--- config.mk ---
export PLATFORM = sky130hd
export DESIGN_NAME = pulse_gen_multi
export DESIGN_NICKNAME = d
export VERILOG_FILES = /design/src/rtl/pulse_gen_pkg.sv /design/src/rtl/pulse_gen_chan.sv /design/src/rtl/pulse_gen_multi.sv
export SDC_FILE = /design/constraint.sdc
export NUM_CORES = 1
export LEC_CHECK = 0
export CAP_MARGIN = 20
export CORE_AREA = 2 2 168 170
export CTS_BUF_LIST = sky130_fd_sc_hd__clkbuf_4 sky130_fd_sc_hd__clkbuf_8
export CTS_CLUSTER_SIZE = 25
export DETAILED_ROUTE_END_ITERATION = 7
export DIE_AREA = 0 0 170 172
export PLACE_DENSITY_LB_ADDON = 0.3
export SYNTH_ARGS = -nofsm -noshare
export SYNTH_HDL_FRONTEND = slang
export SYNTH_SLANG_ARGS = --single-unit
--- constraint.sdc ---
create_clock -name clk -period 7.35 [get_ports clk]
set_input_delay 1.47 -clock clk [delete_from_list [all_inputs] [get_ports clk]]
set_output_delay 1.47 -clock clk [all_outputs]
set_load 0.01 [all_outputs]
--- src/rtl/pulse_gen_pkg.sv ---
// Shared types and helpers for the multi-channel pulse generator.
//   mode_e    : per-channel mode, periodic or one-shot
//   ch_idx_w  : width of a channel index, never less than one bit
package pulse_gen_pkg;

  typedef enum logic {
    MODE_PERIODIC = 1'b0,
    MODE_ONESHOT  = 1'b1
  } mode_e;

  function automatic int ch_idx_w(input int n);
    return ($clog2(n) < 1) ? 1 : $clog2(n);
  endfunction

endpackage

--- src/rtl/pulse_gen_chan.sv ---
// One pulse generator channel: counts enabled clk cycles up to its terminal
// value, emits a one-cycle registered pulse and restarts (periodic) or stops
// with done set (one-shot).
//   clk, rst_n : clock, async active-low reset
//   run        : count enable, level-sensitive
//   clr        : sync clear of cnt/out/done (term and mode kept)
//   wr         : load term_in/mode_in and restart the channel
//   out        : one-cycle pulse
//   done       : sticky one-shot completion flag
//   cnt        : current counter value
module pulse_gen_chan
  import pulse_gen_pkg::*;
#(
  parameter int WIDTH    = 32,
  parameter int RST_TERM = 21
) (
  input  logic             clk,
  input  logic             rst_n,
  input  logic             run,
  input  logic             clr,
  input  logic             wr,
  input  logic [WIDTH-1:0] term_in,
  input  mode_e            mode_in,
  output logic             out,
  output logic             done,
  output logic [WIDTH-1:0] cnt
);

  localparam logic [WIDTH-1:0] TERM_RST = WIDTH'(RST_TERM);

  logic [WIDTH-1:0] term;
  mode_e            mode;

  always_ff @(posedge clk or negedge rst_n) begin
    if (!rst_n) begin
      cnt  <= '0;
      out  <= 1'b0;
      done <= 1'b0;
      term <= TERM_RST;
      mode <= MODE_PERIODIC;
    end else if (clr) begin
      cnt  <= '0;
      out  <= 1'b0;
      done <= 1'b0;
    end else if (wr) begin
      // A write wins over a coincident terminal hit: no pulse this cycle.
      term <= term_in;
      mode <= mode_in;
      cnt  <= '0;
      out  <= 1'b0;
      done <= 1'b0;
    end else if (!run || done) begin
      out <= 1'b0;
    end else if (cnt >= term) begin
      // ">=" also catches a term lowered below the running count.
      out <= 1'b1;
      cnt <= '0;
      if (mode == MODE_ONESHOT) done <= 1'b1;
    end else begin
      out <= 1'b0;
      cnt <= cnt + WIDTH'(1);
    end
  end

endmodule

--- src/rtl/pulse_gen_multi.sv ---
// Multi-channel periodic / one-shot pulse generator.
//   clk, rst_n : clock, async active-low reset
//   run        : per-channel count enable
//   clr        : sync clear of all counters, pulses and done flags
//   cfg_wr     : config write strobe; cfg_ch selects the channel,
//                cfg_term/cfg_mode are the values written
//   out        : per-channel one-cycle pulse
//   done       : per-channel one-shot completed flag
//   cnt_mon    : registered counter value of channel cfg_ch (0 if out of range)
module pulse_gen_multi
  import pulse_gen_pkg::*;
#(
  parameter int CHANNELS = 4,
  parameter int WIDTH    = 32,
  parameter int RST_TERM = 21
) (
  input  logic                              clk,
  input  logic                              rst_n,
  input  logic [CHANNELS-1:0]               run,
  input  logic                              clr,
  input  logic                              cfg_wr,
  input  logic [ch_idx_w(CHANNELS)-1:0]     cfg_ch,
  input  logic [WIDTH-1:0]                  cfg_term,
  input  logic                              cfg_mode,
  output logic [CHANNELS-1:0]               out,
  output logic [CHANNELS-1:0]               done,
  output logic [WIDTH-1:0]                  cnt_mon
);

  logic [WIDTH-1:0] cnt_arr [CHANNELS];
  logic [WIDTH-1:0] mon_nxt;

  for (genvar i = 0; i < CHANNELS; i++) begin : g_chan
    logic wr_ch;

    // Out-of-range cfg_ch matches no channel, so the write is dropped.
    assign wr_ch = cfg_wr && (int'(cfg_ch) == i);

    pulse_gen_chan #(
      .WIDTH    (WIDTH),
      .RST_TERM (RST_TERM)
    ) u_chan (
      .clk     (clk),
      .rst_n   (rst_n),
      .run     (run[i]),
      .clr     (clr),
      .wr      (wr_ch),
      .term_in (cfg_term),
      .mode_in (mode_e'(cfg_mode)),
      .out     (out[i]),
      .done    (done[i]),
      .cnt     (cnt_arr[i])
    );
  end

  always_comb begin
    mon_nxt = '0;
    for (int i = 0; i < CHANNELS; i++) begin
      if (int'(cfg_ch) == i) mon_nxt = cnt_arr[i];
    end
  end

  always_ff @(posedge clk or negedge rst_n) begin
    if (!rst_n) cnt_mon <= '0;
    else        cnt_mon <= mon_nxt;
  end

endmodule

==> impl_results.html <==
<table>
<tr><th>Metric</th><th>Value</th></tr>
<tr><th colspan="2">Synthesis</th></tr>
<tr><td>Dominant register cell in the synthesized netlist</td><td>dfrtp_1</td></tr>
<tr><td>Cells taking the most area after synthesis</td><td>dfrtp_1 (44%), ha_1 (10%), mux4_2 (4.4%), nand2_1 (4.3%), xor2_1 (3.7%)</td></tr>
<tr><td>Portion of synthesized cell area occupied by the leading cell type</td><td>0.442</td></tr>
<tr><td>Count of distinct cell types in the synthesized netlist</td><td>between 60 and 70</td></tr>
<tr><td>Top cell type by total area after synthesis</td><td>dfrtp_1</td></tr>
<tr><td>Synth cell count leaders</td><td>dfrtp_1 (288), nand2_1 (185), inv_1 (141)</td></tr>
<tr><td>Post-Syn Instances</td><td>roughly 1,600</td></tr>
<tr><td>Most instantiated library cell after synthesis</td><td>dfrtp_1</td></tr>
<tr><td>Total of flip-flops plus latches after synthesis</td><td>300</td></tr>
<tr><td>Share of synthesized area occupied by flip-flops and latches</td><td>0.462</td></tr>
<tr><td>Fraction of registers with async set/reset</td><td>1.00</td></tr>
<tr><td>Warnings from Yosys</td><td>0</td></tr>
<tr><td>Post-synthesis instance area</td><td>between 15,000 and 20,000 um2</td></tr>
<tr><td>Synthesized Nets</td><td>between 1,500 and 2,000</td></tr>
<tr><td>Average instance area after synthesis</td><td>roughly 10 um2</td></tr>
<tr><td>Number of enable-type register cells in the synthesized netlist</td><td>0</td></tr>
<tr><th colspan="2">Hold path</th></tr>
<tr><td>Worst Hold Launch</td><td>g_chan[0].u_chan.term[2]</td></tr>
<tr><td>Min-Delay Path Class</td><td>reg -&gt; reg</td></tr>
<tr><td>Hold path depth</td><td>2</td></tr>
<tr><td>Hold Crit Endpoint</td><td>g_chan[0].u_chan.term[2]</td></tr>
<tr><th colspan="2">Critical path</th></tr>
<tr><td>Worst reg-to-reg path cell count</td><td>10</td></tr>
<tr><td>Worst reg2reg startpoint</td><td>g_chan[1].u_chan.cnt[27]</td></tr>
<tr><td>Startpoint Class</td><td>primary input</td></tr>
<tr><td>Data arrival at the endpoint of the critical path</td><td>between 4000 and 5000 ps</td></tr>
<tr><td>Critical path type</td><td>in -&gt; reg</td></tr>
<tr><td>Maximum fanout count along the critical path</td><td>22</td></tr>
<tr><td>Element type at the critical path end</td><td>flip-flop</td></tr>
<tr><td>Worst setup slack for register-to-register paths</td><td>roughly 4000 ps</td></tr>
<tr><td>Worst r2r dst</td><td>g_chan[1].u_chan.cnt[25]</td></tr>
<tr><td>Required arrival time at the worst endpoint</td><td>7770 ps</td></tr>
<tr><th colspan="2">Die</th></tr>
<tr><td>Core Region</td><td>about 27,000 um2</td></tr>
<tr><td>Horizontal die dimension</td><td>170 um</td></tr>
<tr><td>Overall die area</td><td>~29,000 um2</td></tr>
<tr><td># rows</td><td>61</td></tr>
<tr><td>Initial core utilization</td><td>0.593</td></tr>
<tr><td>Die Height</td><td>roughly 170 um</td></tr>
<tr><td>Number of top-level design ports</td><td>83</td></tr>
<tr><th colspan="2">Routing</th></tr>
<tr><td>Router iterations before antenna repair</td><td>6</td></tr>
<tr><td>Total length of routed wires</td><td>42,900 um</td></tr>
<tr><td>Count of vias placed by the detailed router</td><td>roughly 13,000</td></tr>
<tr><td>Detailed Route Iter0 Violations</td><td>around 1,200</td></tr>
<tr><td>Number of nets with antenna violations after detailed routing</td><td>0</td></tr>
<tr><td>Average detailed-routed wire length per instance</td><td>a little over 20 um</td></tr>
<tr><td>Detailed-route DRC error count</td><td>0</td></tr>
<tr><td>Vias per std cell</td><td>~6.1</td></tr>
<tr><th colspan="2">Clocking</th></tr>
<tr><td>Count of H-tree levels built during CTS</td><td>2</td></tr>
<tr><td>Clock-pin slew on the worst setup and hold paths</td><td>~60 ps</td></tr>
<tr><td>Number of buffers on the longest clock path</td><td>3</td></tr>
<tr><td>Post-cts repair resize count</td><td>0</td></tr>
<tr><td>Quantity of hold-fixing buffers added after cts</td><td>0</td></tr>
<tr><td>Buffer type at the clock tree root</td><td>clkbuf_8</td></tr>
<tr><td>Number of sinks handled by clock tree synthesis</td><td>300</td></tr>
<tr><td>TritonCTS clock tree</td><td>done</td></tr>
<tr><td>Buffers inserted during post-CTS setup optimization</td><td>0</td></tr>
<tr><td>Number of buffers created by CTS</td><td>~50</td></tr>
<tr><td>Clock latency reported for the late side of the worst-skew pair</td><td>580 ps</td></tr>
<tr><th colspan="2">Global routing</th></tr>
<tr><td>Overall Global Routing Usage</td><td>0.301</td></tr>
<tr><td>Number of antenna violations at the first check in global routing</td><td>0</td></tr>
<tr><td>Number of global-route vias before repair</td><td>between 10,000 and 15,000</td></tr>
<tr><td>Wire length of the first global-routing pass</td><td>slightly below 70,000 um</td></tr>
<tr><td>Pin count of the biggest net entering global routing</td><td>around 150</td></tr>
<tr><td>Global route overflow</td><td>0</td></tr>
<tr><th colspan="2">STA</th></tr>
<tr><td>Final Hold Slack</td><td>approximately 500 ps</td></tr>
<tr><td>Slew Viols, Final</td><td>0</td></tr>
<tr><td>Final Hold Violating Endpoints</td><td>0</td></tr>
<tr><td>Final setup violation count</td><td>0</td></tr>
<tr><td>Relative slew slack</td><td>0.295</td></tr>
<tr><td>Final critical delay including setup and external delays</td><td>3990 ps</td></tr>
<tr><td>Total Negative Setup Slacks</td><td>0 ps</td></tr>
<tr><td>F_max</td><td>between 0.2 and 0.3 GHz</td></tr>
<tr><td>Final period utilization</td><td>0.543</td></tr>
<tr><td>Setup slack of the critical path after layout</td><td>3360 ps</td></tr>
<tr><td>Setup repair after global routing missed its margin</td><td>false</td></tr>
<tr><td>Slew at the pin closest to its max-slew limit</td><td>about 1000 ps</td></tr>
<tr><td>Max Clock Skew</td><td>23.2 ps</td></tr>
<tr><th colspan="2">Layout</th></tr>
<tr><td>Nets</td><td>between 1,500 and 2,000</td></tr>
<tr><td>Area delta synth-&gt;final</td><td>14.2%</td></tr>
<tr><td>Proportion of layout cells with a drive suffix above 1</td><td>0.129</td></tr>
<tr><td>Number of diodes added for antenna fixing</td><td>0</td></tr>
<tr><td>Post-layout instance count excluding filler cells</td><td>2,105</td></tr>
<tr><td>Final instance area</td><td>around 19,000 um2</td></tr>
<tr><th colspan="2">Pwr</th></tr>
<tr><td>Leak Pwr</td><td>approximately 8.7 nW</td></tr>
<tr><td>Peak supply drop</td><td>between 0.00015 and 0.0002 V</td></tr>
<tr><td>Power density normalized to cell area</td><td>about 220 nW/um2</td></tr>
<tr><th colspan="2">Placed design</th></tr>
<tr><td>RePlAce Congestion</td><td>just under 0.9</td></tr>
<tr><td>Worst slack after detailed placement</td><td>2750 ps</td></tr>
<tr><td>Cell area reported after detailed placement</td><td>around 17,000 um2</td></tr>
<tr><td># placed instances</td><td>2,010</td></tr>
<tr><td>Half-perimeter wire length after placement</td><td>31,300 um</td></tr>
<tr><td>IO Port Bufs</td><td>between 80 and 90</td></tr>
<tr><th colspan="2">Status</th></tr>
<tr><td>Result of the run</td><td>finished, final reports clean</td></tr>
<tr><th colspan="2">Run</th></tr>
<tr><td># Max-Cap Violations</td><td>0</td></tr>
</table>
==> power by group <==
| group | leakage [nW] | switching [W] | internal [W] |
|---|---|---|---|
| clock network | 0.618 | 0.000686 | 0.000976 |
| registers | 3.93 | 0.0000601 | 0.00182 |
| logic | 4.18 | 0.000334 | 0.000218 |
==> kinds of logic after synthesis <==
logic type,share of synthesized area
buf+inv,0.0503
xor+xnor,0.0564
mux,0.0712
compound gates,0.0905
simple gates,0.169
fa+ha+maj,0.101
flops,0.462
==> through the flow <==
step | util | total power, W
after CTS | 0.677 | 0.00412
after detailed placement | 0.635 | 0.00246
after global routing | 0.677 | 0.00429
after global placement | 0.634 | 0.00242
final | 0.677 | 0.00409
after floorplan | - | 0.00225
==> worst max-delay path: stages <==
cell and delay [ps]:
buf_2 550, buf_4 480, and3b_1 260, o311ai_1 840, nor2_1 270, and4_1 310, xnor2_1 150, nor2_1 50
==> state kept, by name, summed over array words and instances, names as in the netlist <==
name                count
g_chan.u_chan.out       4
g_chan.u_chan.cnt     128
cnt_mon                32
g_chan.u_chan.done      4
g_chan.u_chan.term    128
g_chan.u_chan.mode      4
==> cells in the final DEF (no fill, tap or decap), types with 8 or more instances in the layout <==
cell type and count:
dfrtp_1 288, nand2_1 185, inv_1 141, nor2_1 139, ha_1 132, clkdlybuf4s50_1 79, o21ai_0 78, xor2_1 69
clkbuf_8 68, nand3_1 61, a21oi_1 54, o21ai_1 45, nand4_1 43, mux2_2 39, xnor2_1 36, mux4_2 32
nor3_1 25, and3_1 24, and4_1 20, clkbuf_4 16, buf_4 16, a21o_1 15, and2_1 12, dfstp_2 12
nor2_2 10, nand2b_1 9, nor2b_1 9, nor4_1 8
==> how the worst max path moves through the flow <==
stage | cells past startpoint | startpoint | end
floorplan | 8 | clr | g_chan[0].u_chan.cnt[26]
global placement | 8 | cfg_ch[0] | g_chan[2].u_chan.cnt[14]
detailed placement | 8 | cfg_ch[0] | g_chan[2].u_chan.cnt[14]
CTS | 8 | cfg_ch[0] | g_chan[2].u_chan.cnt[14]
global route | 8 | cfg_ch[0] | g_chan[2].u_chan.cnt[14]
finish | 8 | cfg_ch[0] | g_chan[2].u_chan.cnt[14]
==> metal layers <==
layer,wire length (um),GRT usage,vias up
li1,-,-,5810
met1,18600,0.418,6289
met2,19500,0.464,515
met3,3130,0.0595,122
met4,1690,0.128,0
met5,0,0,-
==> area by class of cell <==
type	instances	area (um2)
clock inverters	10	103
fillers	2048	8870
inverters	141	529
multi-input cells	1122	7970
well taps	346	433
repair buffers	102	991
clock buffers	84	1060
flip-flops and latches	300	7520
(Power assumes the default switching activity.)
==> edit (same settings) <==
Change the parameter `CHANNELS` from 4 to 2.
--- a/src/rtl/pulse_gen_multi.sv
+++ b/src/rtl/pulse_gen_multi.sv
@@ -12,3 +12,3 @@
 #(
-  parameter int CHANNELS = 4,
+  parameter int CHANNELS = 2,
   parameter int WIDTH    = 32,
Ports: changed (resized cfg_ch, done, out and run); port bits go from 83 to 76. No check against the original RTL was run, so the function may have changed too.
==> edit against the original RTL <==
Worst setup slack gained 0.23 ns; fmax grew 6.3%; total power shrank 51%; combinational power shrank 53%; first-iteration DRC count shrank 67%; clock skew is essentially flat; routed wire length shrank 52%; area after synthesis shrank 47%; design area shrank 46%; sequential cell count shrank 134; critical path depth shrank 1; critical path type unchanged.
==> edit: results (changes against the original RTL) <==
* Vias in the first global route at 6009 (was 12600)
* Average size of a mapped cell at 10.2 sq um (was 10.0 sq um)
* Status: finished clean (unchanged)
* Final #Nets at 1019 (was 1893)
* Register area share after synthesis at 48.4% (was 46.2%)
* Clk_lat worst skew at 0.48 ns (was 0.58 ns)
* Placed inst area at 0.00968 sq mm (was 0.0174 sq mm)
* Longest Clk Path Bufs at 2 (was 3)
* Grt met1 use at 19.6% (was 41.8%)
* Post-detail-place hpwl at 15000 um (was 31300 um)
* Net switching power at 0.563 mW (was 1.08 mW)
* PortBufs at 75 (was 82)
* Syn Nets at 946 (was 1799)
* CP Max Fanout at 43 (was 22)
* Gr usage total at 14.5% (was 30.1%)
* Fin crit share at 51.1% (was 54.3%)
* Vias per inst at 4.78 (was 6.05)
* Clock Skews at 0.0236 ns (was 0.0232 ns)
* Crit path largest cell delay at 0.71 ns (was 0.84 ns)
* Worst slack at placement at 3.12 ns (was 2.75 ns)
* Drt wl/cell at 16.1 um (was 20.4 um)
* Met3 WL at 638 um (was 3130 um)
* Rel. slew slack at 35.3% (was 29.5%)
* Fill cells at 2741 (was 2048)
* Initial drt markers at 382 (was 1157)
* Initial antenna violation count at 1 (was 0)
* Synth top cells by count: dfrtp_1, nand2_1, inv_1 (unchanged)
* Synth cell types at 47 (was 68)
* Synth area leaders: dfrtp_1, ha_1, mux2_2 (was dfrtp_1, ha_1, mux4_2)
* Final RePlAce weighted congestion at 0.823 (was 0.870)
* Met3 usage at 2.82% (was 5.95%)
* Peak VDD IR at 0.000124 V (was 0.000166 V)
* First-pass GRT wire length at 32900 um (was 67600 um)
## edit: cell count changes in the layout (fill, tap and decap cells not counted), sizes merged, moves of 40 or more
cell	before	now
nand2	185	95
ha	132	66
o21ai	125	50
nor2	149	80
xor2	69	29
dfrtp	288	160
clkbuf	84	17
inv	141	82
## edit: path summary, 6_finish.rpt
kind                                           from                         to  depth (start not counted)
max                                          cfg_ch    g_chan[0].u_chan.cnt[5]                          7
min                        g_chan[1].u_chan.term[9]   g_chan[1].u_chan.term[9]                          1
max reg2reg                g_chan[0].u_chan.cnt[23]    g_chan[0].u_chan.cnt[5]                          8
min reg2reg                g_chan[1].u_chan.term[9]   g_chan[1].u_chan.term[9]                          1
max in group asynchronous                     rst_n    g_chan[0].u_chan.cnt[0]                          2
min in group asynchronous                     rst_n  g_chan[1].u_chan.term[24]                          1
## edit: cell families after synthesis
group | Yosys count | synth area share, %
AOI/OAI and AO/OA | 112 | 8.36
xor gates and xnor gates | 49 | 4.99
adders and majority gates | 66 | 9.61
buffers and inverters | 99 | 4.73
DFF | 166 | 48.4
muxes | 61 | 7.99
and+or+nand+nor | 287 | 15.9
## edit: cell type report
cell class	instances	area (sq um)	share of cell area, %
clock buffers	17	234	2.31
clock inverters	15	208	2.05
inverters	73	274	2.70
multi-input cells	575	4030	39.8
flip-flops and latches	166	4160	41.0
well taps	346	433	4.27
repair buffers	80	797	7.86
## edit: power by group through the flow
stage	sequential [mW]	combinational [mW]	clock, mW
after global routing	1.02	0.302	0.801
after CTS	1.01	0.269	0.766
after detailed placement	1.03	0.266	0
after floorplan	1.02	0.173	0
after global placement	1.03	0.260	0
final	1.01	0.262	0.742
